## config.mk

```make
export PLATFORM = sky130hd
export DESIGN_NAME = depacketizer_n_sub
export DESIGN_NICKNAME = d
export VERILOG_FILES = /design/src/rtl/depkt_pkg.sv /design/src/rtl/depkt_out_reg.sv /design/src/rtl/depacketizer_n_sub.sv
export SDC_FILE = /design/constraint.sdc
export NUM_CORES = 1
export LEC_CHECK = 0
export ABC_CLOCK_PERIOD_IN_PS = 4860
export CAP_MARGIN = 20
export CORE_UTILIZATION = 45
export CTS_CLUSTER_DIAMETER = 100
export CTS_CLUSTER_SIZE = 24
export DETAILED_ROUTE_END_ITERATION = 6
export DONT_BUFFER_PORTS = 1
export PLACE_DENSITY = 0.7
export SKIP_CTS_REPAIR_TIMING = 1
export SLEW_MARGIN = 20
export SYNTH_ARGS = -nofsm -noshare
export SYNTH_HDL_FRONTEND = slang
export SYNTH_HIERARCHICAL = 1
export SYNTH_SLANG_ARGS = --single-unit
```

## constraint.sdc

```tcl
create_clock -name clk -period 4.86 [get_ports clk]
set_input_delay 1.458 -clock clk [delete_from_list [all_inputs] [get_ports clk]]
set_output_delay 1.458 -clock clk [all_outputs]
set_load 0.01 [all_outputs]
```

## src/rtl/depkt_pkg.sv

```systemverilog
// Shared definitions for the multi-flit depacketizer: flit control-bit positions,
// payload field widths and the reassembly FSM state type.
package depkt_pkg;

  localparam int CTRL_BITS = 3;

  typedef enum logic [1:0] {
    DEPKT_IDLE     = 2'd0,
    DEPKT_ASSEMBLE = 2'd1,
    DEPKT_HOLD     = 2'd2
  } depkt_state_e;

  function automatic int valid_pos(input int w_pkt);
    return w_pkt - 1;
  endfunction

  function automatic int head_pos(input int w_pkt);
    return w_pkt - 2;
  endfunction

  function automatic int tail_pos(input int w_pkt);
    return w_pkt - 3;
  endfunction

  function automatic int head_pl_w(input int w_pkt, input int vc_w, input int addr_w);
    return w_pkt - CTRL_BITS - vc_w - addr_w;
  endfunction

  function automatic int body_pl_w(input int w_pkt);
    return w_pkt - CTRL_BITS;
  endfunction

  function automatic int cap_bits(input int w_pkt, input int vc_w, input int addr_w,
                                  input int n_flits);
    return head_pl_w(w_pkt, vc_w, addr_w) + (n_flits - 1) * body_pl_w(w_pkt);
  endfunction

endpackage

```

## src/rtl/depkt_out_reg.sv

```systemverilog
// One-entry valid/ready holding register. empty_or_draining tells the upstream FSM
// that a new word may be loaded on the next edge without losing the current one.
module depkt_out_reg #(
  parameter int W = 49
) (
  input  logic         clk,
  input  logic         rst_n,
  input  logic         load,
  input  logic [W-1:0] load_data,
  input  logic         ready_in,
  output logic         valid_out,
  output logic [W-1:0] data_out,
  output logic         empty_or_draining
);

  assign empty_or_draining = !valid_out || ready_in;

  always_ff @(posedge clk or negedge rst_n) begin
    if (!rst_n) begin
      valid_out <= 1'b0;
      data_out  <= '0;
    end else if (load) begin
      valid_out <= 1'b1;
      data_out  <= load_data;
    end else if (ready_in) begin
      valid_out <= 1'b0;
    end
  end

endmodule

```

## src/rtl/depacketizer_n_sub.sv

```systemverilog
// Multi-flit NoC depacketizer: strips flit control/routing fields, reassembles up to
// NUM_FLITS payloads MSB-first and hands {vc, data} to a registered valid/ready stage.
module depacketizer_n_sub
  import depkt_pkg::*;
#(
  parameter int WIDTH_PKT        = 36,
  parameter int WIDTH_DATA       = 48,
  parameter int VC_ADDRESS_WIDTH = 1,
  parameter int ADDRESS_WIDTH    = 4,
  parameter int NUM_FLITS        = 2
) (
  input  logic                        clk,
  input  logic                        rst_n,
  input  logic [WIDTH_PKT-1:0]        data_in,
  output logic                        ready_out,
  output logic [WIDTH_DATA-1:0]       data_out,
  output logic [VC_ADDRESS_WIDTH-1:0] vc_out,
  output logic                        valid_out,
  input  logic                        ready_in,
  output logic                        err_out
);

  localparam int HEAD_PL  = head_pl_w(WIDTH_PKT, VC_ADDRESS_WIDTH, ADDRESS_WIDTH);
  localparam int BODY_PL  = body_pl_w(WIDTH_PKT);
  localparam int CAP_BITS = cap_bits(WIDTH_PKT, VC_ADDRESS_WIDTH, ADDRESS_WIDTH, NUM_FLITS);
  localparam int IDX_W    = ($clog2(NUM_FLITS + 1) < 1) ? 1 : $clog2(NUM_FLITS + 1);
  localparam int OUT_W    = VC_ADDRESS_WIDTH + WIDTH_DATA;

  if (WIDTH_DATA > CAP_BITS) begin : g_bad_width
    $error("depacketizer_n_sub: WIDTH_DATA exceeds reassembly capacity");
  end
  if (NUM_FLITS < 1) begin : g_bad_flits
    $error("depacketizer_n_sub: NUM_FLITS must be at least 1");
  end

  depkt_state_e                state, state_n;
  logic [IDX_W-1:0]            idx, idx_n;
  logic [CAP_BITS-1:0]         assembly, asm_n, head_vec, body_vec, done_vec, ld_vec;
  logic [VC_ADDRESS_WIDTH-1:0] vc_r, vc_n, flit_vc, done_vc, ld_vc;
  logic                        flit_vld, flit_hd, flit_tl;
  logic                        err_n, done, ld, out_eod;
  logic [OUT_W-1:0]            ld_word, out_word;

  // X/Z on the valid bit must never be taken as a flit
  assign flit_vld  = (data_in[valid_pos(WIDTH_PKT)] === 1'b1);
  assign flit_hd   = data_in[head_pos(WIDTH_PKT)];
  assign flit_tl   = data_in[tail_pos(WIDTH_PKT)];
  assign flit_vc   = data_in[tail_pos(WIDTH_PKT)-1 -: VC_ADDRESS_WIDTH];
  assign ready_out = (state != DEPKT_HOLD);

  assign head_vec = CAP_BITS'(data_in[HEAD_PL-1:0]) << (CAP_BITS - HEAD_PL);

  always_comb begin
    body_vec = assembly;
    for (int k = 1; k < NUM_FLITS; k++) begin
      if (idx == IDX_W'(k))
        body_vec[CAP_BITS-1-HEAD_PL-(k-1)*BODY_PL -: BODY_PL] = data_in[BODY_PL-1:0];
    end
  end

  always_comb begin
    state_n  = state;
    idx_n    = idx;
    asm_n    = assembly;
    vc_n     = vc_r;
    err_n    = 1'b0;
    done     = 1'b0;
    done_vec = head_vec;
    done_vc  = flit_vc;
    ld       = 1'b0;
    ld_vec   = assembly;
    ld_vc    = vc_r;
    case (state)
      DEPKT_IDLE, DEPKT_ASSEMBLE: begin
        if (flit_vld) begin
          if (state == DEPKT_ASSEMBLE && idx == IDX_W'(NUM_FLITS)) begin
            err_n   = 1'b1;
            state_n = DEPKT_IDLE;
            idx_n   = '0;
          end else if (flit_hd) begin
            // a head inside a packet abandons the partial one and restarts
            err_n = (state == DEPKT_ASSEMBLE);
            if (flit_tl) begin
              done = 1'b1;
            end else begin
              asm_n   = head_vec;
              vc_n    = flit_vc;
              idx_n   = IDX_W'(1);
              state_n = DEPKT_ASSEMBLE;
            end
          end else if (state == DEPKT_IDLE) begin
            err_n = 1'b1;
          end else if (flit_tl) begin
            done     = 1'b1;
            done_vec = body_vec;
            done_vc  = vc_r;
          end else begin
            asm_n = body_vec;
            idx_n = idx + IDX_W'(1);
          end
        end
      end
      DEPKT_HOLD: begin
        if (out_eod) begin
          ld      = 1'b1;
          state_n = DEPKT_IDLE;
          idx_n   = '0;
        end
      end
      default: state_n = DEPKT_IDLE;
    endcase
    // completed packet goes straight to the output stage or waits in the assembly buffer
    if (done) begin
      idx_n = '0;
      if (out_eod) begin
        ld      = 1'b1;
        ld_vec  = done_vec;
        ld_vc   = done_vc;
        state_n = DEPKT_IDLE;
      end else begin
        asm_n   = done_vec;
        vc_n    = done_vc;
        state_n = DEPKT_HOLD;
      end
    end
  end

  always_ff @(posedge clk or negedge rst_n) begin
    if (!rst_n) begin
      state    <= DEPKT_IDLE;
      idx      <= '0;
      assembly <= '0;
      vc_r     <= '0;
      err_out  <= 1'b0;
    end else begin
      state    <= state_n;
      idx      <= idx_n;
      assembly <= asm_n;
      vc_r     <= vc_n;
      err_out  <= err_n;
    end
  end

  assign ld_word = {ld_vc, WIDTH_DATA'(ld_vec >> (CAP_BITS - WIDTH_DATA))};

  depkt_out_reg #(.W(OUT_W)) u_out_reg (
    .clk               (clk),
    .rst_n             (rst_n),
    .load              (ld),
    .load_data         (ld_word),
    .ready_in          (ready_in),
    .valid_out         (valid_out),
    .data_out          (out_word),
    .empty_or_draining (out_eod)
  );

  assign {vc_out, data_out} = out_word;

endmodule
```

==> impl_metrics.ini, run 1 <==
[route]
num_vias = 3287
drtIter0Drc = 233
dr.pass1.iters = 7
drc_errors = 19
finalWirelength_um = 11100
wl_per_cell_um = 20.4
viasPerCell = 6.05
drt.antenna.violating_nets = 0

[yosys]
synth_top_area_frac = 0.487
yosysWarnings = 6
yosys-top-cells-count = dfrtp_1, mux2_2, mux2_4
synth-edff-count = 0
synth_cell_types = 51
ys_seq_area_frac = 0.487
async_reset_ff_frac = 1.00
synth.most_common_cell = dfrtp_1
syn_avg_cell_area_um2 = 13.0
post-synth-top-area-cell = dfrtp_1
postSynthCellCount = 413
ys_dominant_reg_cell = dfrtp_1
synthesis.nets = 454
ys_ff_latch = 104
syn_area_um2 = 5350
yosys-top-cells-area = dfrtp_1, mux2_4, mux2_2

[finish]
n_fill_cell = 1017
nets = 437
instances_no_fill = 543
area.growth.synth_to_final_pct = 4.91
layout-drive-gt1-share = 0.330
antennaDiodeCount = 0

[critical_path]
crit_path_end_kind = register
cp_data_arrival_time_ns = 3.78
critPathKind = primary input to register
r2r.worst_path.cells = 8
start_kind = primary input
r2r-end = u_out_reg/data_out[36]$_DFFE_PN0P_
required_ns = 5.09
crit_path_max_fanout = 19
r2r_setup_slack_ns = 1.68
r2r_start = idx[0]$_DFFE_PN0P_

[global_route]
gr-total-overflow = 0
grt_first_pass_wirelength_um = 18300
grt_max_degree = 105
grt_antenna_before_repair = 0
grt_pass1_vias = 3362
track_usage = 0.189

[clock_network]
cts_buffers = 9
clock-sinks = 104
clock_latency_ns = 0.35
clock_path_buffers = 2
htree_levels = 3
cts.clk_slew.worst_paths_ns = 0.07
cts_tree = built
root_buffer = clkbuf_16

[place]
dp_slack_ns = 0.936
dpl.hpwl_um = 7270
portBuffers = 0
gp_congestion = 0.777
placed_cells = 528

[die]
initial_core_util = 0.464
boundaryPins = 91
die_h_um = 111
fp-row-count = 39
die_w_um = 111
core_area_um2 = 11500
dieArea_um2 = 12300

[pwr]
total_leakage_power_nw = 2.41
irDropWorstVdd_mv = 0.189
power.density_nw_per_um2 = 550

[timing]
relSlewSlack = 0.355
hold_violations = 0
fin_crit_sh = 0.731
fmax_ghz = 0.281
tns_ns = 0
min_period_ns = 3.55
maxSlewViolCount = 0
fin_hold_ws_ns = 0.504
rsz0062_at_grt = no
tightest_slew_ns = 0.967
setup_viol = 0
fin_ws_ns = 1.31
skew_ns = 0.00645

[run_status]
violations = DRC
status = finished with violations

[min_path]
hold_class = register to register
whs_path_depth = 1
hp-start = assembly[58]$_DFF_PN0_
holdPathEnd = assembly[58]$_DFF_PN0_

[run]
cap_violations = 0
## how the worst max path moves through the flow
stage,from,endpoint,slack (ns),cells after the start
finish,ready_in,u_out_reg/data_out[36]$_DFFE_PN0P_,1.31,7
floorplan,data_in[34],u_out_reg/data_out[45]$_DFFE_PN0P_,1.49,8
detailed placement,ready_in,u_out_reg/data_out[30]$_DFFE_PN0P_,0.94,7
CTS,ready_in,u_out_reg/data_out[26]$_DFFE_PN0P_,1.31,7
global placement,ready_in,u_out_reg/data_out[34]$_DFFE_PN0P_,1.02,7
global route,ready_in,u_out_reg/data_out[26]$_DFFE_PN0P_,1.17,7
## layout by cell type, fill, tap and decap left out, types with 2 or more instances in the layout
| cell | n |
|---|---|
| or3_1 | 6 |
| ha_1 | 2 |
| and3b_1 | 2 |
| a22o_1 | 16 |
| nand4_1 | 15 |
| a211oi_1 | 2 |
| nand2_1 | 24 |
| a21oi_1 | 3 |
| mux2_1 | 10 |
| nand3_1 | 7 |
| o211ai_1 | 6 |
| dfrtp_1 | 104 |
| clkinvlp_4 | 2 |
| o21ai_0 | 6 |
| a32oi_1 | 5 |
| nor3_1 | 3 |
| mux2_4 | 49 |
| nand2b_1 | 4 |
| buf_4 | 4 |
| nor2b_1 | 2 |
| inv_1 | 17 |
| o221ai_1 | 12 |
| clkbuf_16 | 9 |
| clkinv_2 | 2 |
| nor2_1 | 7 |
| mux2_2 | 54 |
## per-layer routing
layer  track usage  wire length [um]  vias up  part of all wire
li1              -                 -     1491                 -
met1         0.244              4770     1676              0.43
met2         0.308              5380      108              0.49
met3        0.0487               776       12             0.070
met4        0.0676               163        0             0.015
met5             0                 0        -                 0
## state kept, by name, indices dropped and copies added (netlist names)
name	cells
u_out_reg/data_out	49
state	2
err_out	1
idx	2
assembly	48
vc_r	1
u_out_reg/valid_out	1
## power by group
part	leakage [nW]	switching (mW)	internal, mW
clock network	0.130	0.314	0.358
registers	1.29	0.350	1.21
logic	0.990	0.313	0.543
## cell families after synthesis
| family | Yosys count | share of synthesized area |
|---|---|---|
| muxes | 113 | 0.272 |
| DFF | 104 | 0.487 |
| and+or+nand+nor | 84 | 0.0870 |
| AOI/OAI and AO/OA | 61 | 0.0922 |
| buffers and inverters | 49 | 0.0573 |
| adders and majority gates | 2 | 0.00468 |
## area by class of cell
type,count,area (um^2),share of cell area
clock buffers,10,239,0.0426
well taps,143,179,0.0319
clock inverters,5,33.8,0.00602
repair buffers,4,30.0,0.00535
inverters,17,63.8,0.0114
flip-flops and latches,104,2600,0.464
multi-input cells,260,2460,0.439
## worst max-delay path, stage by stage
cell and delay (ns):
nand2b_1 0.22, nand2_1 0.13, or4_4 0.60, nor2_4 0.33
buf_4 0.36, mux2_2 0.38, mux2_4 0.26
## through the flow
step | util | instance area, um^2 | power [mW]
after floorplan | - | 5350 | 2.26
after global placement | 0.463 | 5330 | 2.37
after detailed placement | 0.463 | 5330 | 2.43
after CTS | 0.487 | 5610 | 3.11
after global routing | 0.487 | 5610 | 3.26
final | 0.487 | 5610 | 3.08
Power figures use the tool's default switching activity.
==> inputs of run 2 (changes only) <==
Settings changed: ABC_CLOCK_PERIOD_IN_PS 4860 to 3430.
Clock period 4.86 ns to 3.43 ns, I/O delays scaled along.
==> run 2 against run 1 <==
Effect of this change: the run still ends with DRC left; count of clock-buffer cells in the layout decreased by 1; final cell count rose by 0.92%; sequential cell count did not move; worst hold slack got worse by 0.12 ns; sequential share of layout area is 0.42 points lower; setup slack lost 0.78 ns; critical path depth increased by 1; core utilization increased by 0.45 points; clock skew decreased by 0.00065 ns; largest power group unchanged.
==> impl_metrics.ini, run 2 (synthesis gave the netlist of run 1 again) <==
[pwr]
p_total_mw = 4.39
p_sw_mw = 1.40
power.internal_mw = 2.99
irDropWorstVdd_mv = 0.254
power.density_nw_per_um2 = 774
sw_frac_of_total = 0.319
p_comb_frac = 0.278
pwr-share-clk = 0.220
p_seq_frac = 0.502
total_leakage_power_nw = 2.42

[place]
placed_cells = 532
gp_congestion = 0.844
dpl.hpwl_um = 7110
portBuffers = 0
dp_slack_ns = 0.295

[clock_network]
clock-sinks = 104
cts.clk_slew.worst_paths_ns = 0.08
htree_levels = 3
root_buffer = clkbuf_16
clock_path_buffers = 2
clock_latency_ns = 0.34
cts_tree = built
cts_buffers = 9

[global_route]
track_usage = 0.186
grt_antenna_before_repair = 0
grt_first_pass_wirelength_um = 18200
gr-total-overflow = 0
grt_pass1_vias = 3408
grt_max_degree = 105

[finish]
regArea_um2 = 2600
layout-drive-gt1-share = 0.338
mostFrequentLayoutCells = dfrtp_1, mux2_2, mux2_4, nand2_1, inv_1
multiInputGateArea_um2 = 2460
final_core_util = 0.492
top_regs = u_out_reg/data_out (49), assembly (48)
instances_no_fill = 548
n_fill_cell = 1003
area.growth.synth_to_final_pct = 5.87
mostFrequentLayoutCell = dfrtp_1
antennaDiodeCount = 0
nets = 441
top_register = u_out_reg/data_out
largest_reg_flops = 49

[timing]
fin_ws_ns = 0.524
skew_ns = 0.00580
min_period_ns = 2.91
tns_ns = 0
rsz0062_at_grt = no
tightest_slew_ns = 0.877
setup_viol = 0
maxSlewViolCount = 0
relSlewSlack = 0.414
hold_violations = 0
fin_crit_sh = 0.847
fmax_ghz = 0.344

[route]
wl_per_cell_um = 20.2
drt.antenna.violating_nets = 0
viasPerCell = 5.94
dr.pass1.iters = 7
drc_errors = 18
drtIter0Drc = 202
num_vias = 3256
finalWirelength_um = 11100

[die]
dieArea_um2 = 12300
boundaryPins = 91
core_area_um2 = 11500
die_h_um = 111
initial_core_util = 0.464
fp-row-count = 39
die_w_um = 111

[critical_path]
r2r_start = idx[0]$_DFFE_PN0P_
required_ns = 3.66
cp_data_arrival_time_ns = 3.13
critPathKind = register to register
start_kind = register
cp_slowest_cell = or4_4
slowest_delay_ns = 0.68
crit_path_max_fanout = 19
crit_path_end_kind = register
startpoint = idx[0]$_DFFE_PN0P_
cp_cell_sequence = inv_1, ha_1, and2_0, or4_4, nor2_4, buf_4, mux2_2, mux2_4

[run_status]
violations = DRC
status = finished with violations

[min_path]
hold_class = primary input to asynchronous set/reset pin

[run]
cap_violations = 0
## run 2: changes by cell type in the layout (fill, tap and decap cells not counted), sizes merged
cell / previous run / this run
buf: 4 / 8
clkbuf: 10 / 9
clkinvlp: 2 / 4
inv: 17 / 19
clkinv: 3 / 1
## run 2: final cells by class
class,instances,share of cell area
clock buffers,9,0.0398
clock inverters,7,0.00994
inverters,17,0.0113
multi-input cells,260,0.435
flip-flops and latches,104,0.460
well taps,143,0.0316
repair buffers,8,0.0128
## run 2: power by group through the flow
stage               sequential, mW  clock, mW  combinational, mW
finish                        2.20      0.966               1.22
global route                  2.26       1.04               1.33
global placement              2.20          0               1.16
detailed placement            2.22          0               1.21
CTS                           2.21       1.00               1.22
floorplan                     2.10          0               1.10
## run 2: per-layer routing
layer  vias up  wire length, um  GRT usage
li1       1496                -          -
met1      1674             4960      0.237
met2        81             5400      0.310
met3         5              626     0.0569
met4         0               74     0.0450
met5         -                0          0
## run 2: final timing paths
kind                            slack, ns  cells past startpoint                                  to
min in group clk                     0.50                      1              assembly[56]$_DFF_PN0_
max in group asynchronous            2.93                      0  u_out_reg/data_out[33]$_DFFE_PN0P_
worst min-delay path                 0.38                      0              assembly[33]$_DFF_PN0_
worst max-delay path                 0.52                      8  u_out_reg/data_out[36]$_DFFE_PN0P_
worst max register to register       0.52                      8  u_out_reg/data_out[36]$_DFFE_PN0P_
worst min register to register       0.50                      1              assembly[56]$_DFF_PN0_
## run 2: stage by stage
stage | hold slack, ns | instance area (um^2)
after floorplan | 0.472 | 5350
after global placement | 0.481 | 5380
after detailed placement | 0.489 | 5380
after CTS | 0.366 | 5660
after global routing | 0.357 | 5660
final | 0.380 | 5660
## run 2: critical path, delay by kind of cell (launching register included)
| family | cells | cell delay [ns] |
|---|---|---|
| AND/OR/NAND/NOR | 3 | 1.13 |
| flip-flops | 1 | 0.38 |
| adder cells (fa/ha/maj) | 1 | 0.27 |
| multiplexers | 2 | 0.65 |
| buffers and inverters | 2 | 0.36 |
